File: src/rtl/noc_credit_sender.sv
// Credit-based NoC flit sender: 2-entry input FIFO, credit counter against the
// downstream router buffer, and a packet FSM that pins the head destination.
module noc_credit_sender #(
  parameter int FLIT_WIDTH        = 64,
  parameter int DEST_WIDTH        = 4,
  parameter int FLIT_BUFFER_DEPTH = 8,
  parameter int CW                = $clog2(FLIT_BUFFER_DEPTH + 1)
) (
  input  logic                  clk,
  input  logic                  rst,
  input  logic                  in_valid,
  output logic                  in_ready,
  input  logic [FLIT_WIDTH-1:0] in_data,
  input  logic [DEST_WIDTH-1:0] in_dest,
  input  logic                  in_is_tail,
  output logic [FLIT_WIDTH-1:0] data_out,
  output logic [DEST_WIDTH-1:0] dest_out,
  output logic                  is_tail_out,
  output logic                  send_out,
  input  logic                  credit_in,
  output logic [CW-1:0]         credit_count,
  output logic                  pkt_active,
  output logic                  err_credit_overflow
);

  typedef enum logic {IDLE, IN_PKT} state_t;

  state_t                state;
  state_t                state_next;
  logic [FLIT_WIDTH-1:0] fifo_data [2];
  logic [DEST_WIDTH-1:0] fifo_dest [2];
  logic [1:0]            fifo_tail;
  logic                  wr_ptr;
  logic                  rd_ptr;
  logic [1:0]            occ;
  logic                  push;
  logic                  pop;
  logic [DEST_WIDTH-1:0] head_dest;
  logic [CW-1:0]         credit_next;
  logic                  overflow_set;

  // Upstream handshake: a flit moves on any rising edge where in_valid and
  // in_ready are both high; in_ready depends only on FIFO room and reset,
  // never on in_valid, and the sender must hold its flit until it moves.
  assign in_ready = ~rst & (occ != 2'd2);
  assign push     = in_valid & in_ready;
  // A credit arriving this cycle is not usable until it is in the counter.
  assign pop      = (occ != 2'd0) & (credit_count != '0);

  always_ff @(posedge clk) begin
    if (push) begin
      fifo_data[wr_ptr] <= in_data;
      fifo_dest[wr_ptr] <= in_dest;
      fifo_tail[wr_ptr] <= in_is_tail;
    end
  end

  always_ff @(posedge clk or posedge rst) begin
    if (rst) begin
      wr_ptr <= 1'b0;
      rd_ptr <= 1'b0;
      occ    <= 2'd0;
    end else begin
      if (push) wr_ptr <= ~wr_ptr;
      if (pop)  rd_ptr <= ~rd_ptr;
      occ <= occ + 2'(push) - 2'(pop);
    end
  end

  always_comb begin
    credit_next  = credit_count;
    overflow_set = 1'b0;
    if (pop && !credit_in) begin
      credit_next = credit_count - 1'b1;
    end else if (!pop && credit_in) begin
      if (credit_count == CW'(FLIT_BUFFER_DEPTH)) overflow_set = 1'b1;
      else                                         credit_next  = credit_count + 1'b1;
    end
  end

  always_ff @(posedge clk or posedge rst) begin
    if (rst) begin
      credit_count        <= CW'(FLIT_BUFFER_DEPTH);
      err_credit_overflow <= 1'b0;
    end else begin
      credit_count <= credit_next;
      if (overflow_set) err_credit_overflow <= 1'b1;
    end
  end

  always_ff @(posedge clk or posedge rst) begin
    if (rst) state <= IDLE;
    else     state <= state_next;
  end

  always_comb begin
    state_next = state;
    if (pop) state_next = fifo_tail[rd_ptr] ? IDLE : IN_PKT;
  end

  assign pkt_active = (state == IN_PKT);

  // Body and tail flits inherit the destination latched from their head.
  always_ff @(posedge clk or posedge rst) begin
    if (rst) begin
      send_out    <= 1'b0;
      data_out    <= '0;
      dest_out    <= '0;
      is_tail_out <= 1'b0;
      head_dest   <= '0;
    end else begin
      send_out <= pop;
      if (pop) begin
        data_out    <= fifo_data[rd_ptr];
        is_tail_out <= fifo_tail[rd_ptr];
        dest_out    <= (state == IDLE) ? fifo_dest[rd_ptr] : head_dest;
        if (state == IDLE) head_dest <= fifo_dest[rd_ptr];
      end
    end
  end

endmodule

File: config.mk
export PLATFORM = sky130hd
export DESIGN_NAME = noc_credit_sender
export DESIGN_NICKNAME = d
export VERILOG_FILES = /design/src/rtl/noc_credit_sender.sv
export SDC_FILE = /design/constraint.sdc
export NUM_CORES = 1
export LEC_CHECK = 0
export CELL_PAD_IN_SITES_DETAIL_PLACEMENT = 2
export CELL_PAD_IN_SITES_GLOBAL_PLACEMENT = 2
export CORE_MARGIN = 3
export CORE_UTILIZATION = 38
export CTS_BUF_LIST = sky130_fd_sc_hd__clkbuf_8
export CTS_CLUSTER_DIAMETER = 50
export DETAILED_ROUTE_END_ITERATION = 10
export GPL_ROUTABILITY_DRIVEN = 0
export HOLD_SLACK_MARGIN = 0.03
export PLACE_DENSITY = 0.9
export SYNTH_ARGS = -nofsm -noshare
export SYNTH_HDL_FRONTEND = slang
export SYNTH_SLANG_ARGS = --single-unit
export TNS_END_PERCENT = 20
File: constraint.sdc
create_clock -name clk -period 4.89 [get_ports clk]
set_clock_uncertainty 0.2 [all_clocks]
set_input_delay 1.2225 -clock clk [delete_from_list [all_inputs] [get_ports clk]]
set_output_delay 1.2225 -clock clk [all_outputs]
set_load 0.02 [all_outputs]
==> results.sh <==
export IMPL_cts_clk_slew_worst_paths_ps=60
export IMPL_coreArea_um2=20400
export IMPL_maxSlewHeadroom=0.166
export IMPL_syn_area_per_cell_um2=16.0
export IMPL_first_pass_iters=4
export IMPL_dieArea_um2=22800
export IMPL_totalPowerFinal_mw=6.77
export IMPL_overflow=0
export IMPL_rsz0062_at_grt="false"
export IMPL_syn_inst=501
export IMPL_power_switching_share=0.361
export IMPL_cts_tree="built"
export IMPL_drv_cap=0
export IMPL_cts_root_buf="clkbuf_8"
export IMPL_port_buffers=149
export IMPL_crit_arrival_ps=2600
export IMPL_setup_viol=0
export IMPL_grt_max_degree=132
export IMPL_period_minus_slack_ps=4030
export IMPL_hold_viol_final=0
export IMPL_outcome="completed"
export IMPL_synth_seq_cells=218
export IMPL_antenna_found_initial=1
export IMPL_fill_cells=1892
export IMPL_crit_type="primary input to primary output"
export IMPL_yosysTopAreaCell="edfxtp_1"
export IMPL_num_rows=52
export IMPL_cp_start_kind="primary input"
export IMPL_first_iter_violations=212
export IMPL_ys_warn_count=0
export IMPL_place_ws_ps=829
export IMPL_min_delay_start="err_credit_overflow"
export IMPL_grt_pass1_vias=5311
export IMPL_nets=746
export IMPL_switchingPower_mw=2.45
export IMPL_fmax_mhz=248
export IMPL_final_antenna_net_count=0
export IMPL_cts_hold_buffers_added=0
export IMPL_syn_area_um2=7990
export IMPL_period_share=0.823
export IMPL_cpMostUsedCell="clkdlybuf4s50_1"
export IMPL_post_route_drc_count=0
export IMPL_leakage_nw=3.97
export IMPL_cts_setup_buffers=0
export IMPL_post_drt_wl_per_cell_um=20.1
export IMPL_synth_area_leaders="edfxtp_1, dfrtp_1, mux2i_1"
export IMPL_ios=150
export IMPL_comb_power_share=0.355
export IMPL_whs_ps=272
export IMPL_yosysSeqAreaShare=0.769
export IMPL_clk_latency_ps=500
export IMPL_rr_startpoint="credit_count[0]"
export IMPL_drive_gt1_frac=0.0921
export IMPL_cts_htree_levels=2
export IMPL_synthDistinctLibCells=33
export IMPL_clockBufferDepth=3
export IMPL_irDropWorstVdd_mv=0.353
export IMPL_required_ps=3470
export IMPL_layout_setup_ws_ps=865
export IMPL_whs_path_depth=2
export IMPL_cpPeakStageDelay_ps=660
export IMPL_clkPwrFrac=0.222
export IMPL_cts_sinks=218
export IMPL_viasPerCell=4.76
export IMPL_path_cells="clkdlybuf4s50_1 > a21oi_1 > clkdlybuf4s50_1"
export IMPL_hold_class="register to register"
export IMPL_critical_path_max_fanout=3
export IMPL_end_kind="primary output"
export IMPL_die_w_um=151
export IMPL_cts_resized_gates=0
export IMPL_area_delta_synth_final_pct=29.7
export IMPL_initial_core_util=0.391
export IMPL_routed_wl_mm=19.5
export IMPL_hpwl_mm=13.2
export IMPL_synthesis_nets=580
export IMPL_synth_top_area_frac=0.518
export IMPL_track_usage=0.172
export IMPL_worstMarginPinSlew_ps=1250
export IMPL_crit_path_top_delay_cell="clkdlybuf4s50_1"
export IMPL_cp_startpoint="rst"
export IMPL_slew_viol_final=0
export IMPL_worst_r2r_path_depth=6
export IMPL_final_setup_tns_ps=0
export IMPL_p_seq_frac=0.423
export IMPL_numCtsBuffers=37
export IMPL_grt_pass1_wl_mm=29.8
export IMPL_die_y_um=151
export IMPL_vias=4599
export IMPL_internal_power_mw=4.32
export IMPL_powerDensity_nw_per_um2=653
metrics by stage:
| stage | instances | util | instance area (µm²) |
|---|---|---|---|
| 4_1_cts | 965 | 0.507 | 10400 |
| 5_1_grt | 966 | 0.507 | 10400 |
| 3_3_place_gp | 898 | 0.473 | 9670 |
| 2_1_floorplan | 501 | - | 8000 |
| 3_5_place_dp | 898 | 0.473 | 9670 |
| 6_report | 966 | 0.507 | 10400 |
per-layer routing:
metal,share of wire,vias to the layer above,global-route usage
met5,0,-,0
met4,0.018,0,0.0508
met3,0.045,28,0.0386
met2,0.54,122,0.316
met1,0.40,2301,0.200
li1,-,2148,-
power groups by stage:
stage | Sequential, mW | Clock, mW | Combinational [mW]
after CTS | 2.88 | 1.56 | 2.47
after global routing | 2.93 | 1.65 | 2.63
after global placement | 2.85 | 0 | 2.29
after floorplan | 3.12 | 0 | 1.21
final | 2.86 | 1.50 | 2.40
after detailed placement | 2.91 | 0 | 2.45
layout make-up:
cell class                      count  area [µm²]  share of cell area
Sequential cell                   218        6150               0.594
Multi-Input combinational cell    250        1630               0.157
Timing Repair Buffer              153        1520               0.147
Clock buffer                       42         578              0.0558
Tap cell                          270         338              0.0326
Clock inverter                     25         111              0.0107
Inverter                            7        31.3             0.00302
Antenna cell                        1        2.50            0.000241
state kept, by name, indices dropped and copies added, names as in the netlist, 2 cells and up:
name	cells
fifo_data	128
credit_count	4
dest_out	4
fifo_tail	2
data_out	64
occ	2
fifo_dest	8
critical path: cells and delay by family:
kind | cells | cell delay, ps
compound gates | 1 | 250
buf+inv | 2 | 1130
layout by cell type (no fill, tap or decap), drive strengths merged, types with 2 or more instances in the layout:
cell type      instances
clkdlybuf4s50        149
edfxtp               138
dfrtp                 79
nand2                 77
o21ai                 70
mux2i                 69
clkbuf                42
inv                   19
clkinv                12
ha                     6
xnor2                  5
a21oi                  4
buf                    4
nor2                   4
or3                    2
xor2                   2
nor4                   2
synthesized netlist by cell type:
master / n
inv_4: 1
nor3b_1: 1
nor4_4: 1
clkbuf_1: 3
clkbuf_2: 5
buf_2: 7
xnor2_1: 5
or3_1: 2
o21ai_0: 48
nand2_1: 77
buf_4: 1
dfrtp_1: 79
nor2_1: 3
ha_1: 6
mux2i_1: 69
xor2_1: 2
o21ai_1: 22
a31oi_1: 1
buf_6: 8
buf_8: 2
o21a_1: 1
nor2_4: 1
nand2b_1: 1
o31ai_1: 1
inv_1: 6
a21oi_1: 4
o22ai_1: 1
a32o_1: 1
dfstp_2: 1
nor4_1: 1
mux2_2: 1
edfxtp_1: 138
and3_1: 1
path summary, 6_finish.rpt:
check	slack (ps)	end
min in group asynchronous	1050	data_out[40]
min	270	err_credit_overflow
max reg2reg	2210	err_credit_overflow
max in group asynchronous	2570	credit_count[3]
min reg2reg	270	err_credit_overflow
max	860	in_ready
logic make-up after synthesis:
group                      Yosys count  synth area share
muxes                               70            0.0878
xor gates and xnor gates             7           0.00767
DFF                                218             0.769
adders and majority gates            6           0.00939
and+or+nand+nor                     88            0.0465
buffers and inverters               33            0.0285
AOI/OAI and AO/OA                   79            0.0510
Note: power is estimated with default switching activity, not from simulation.
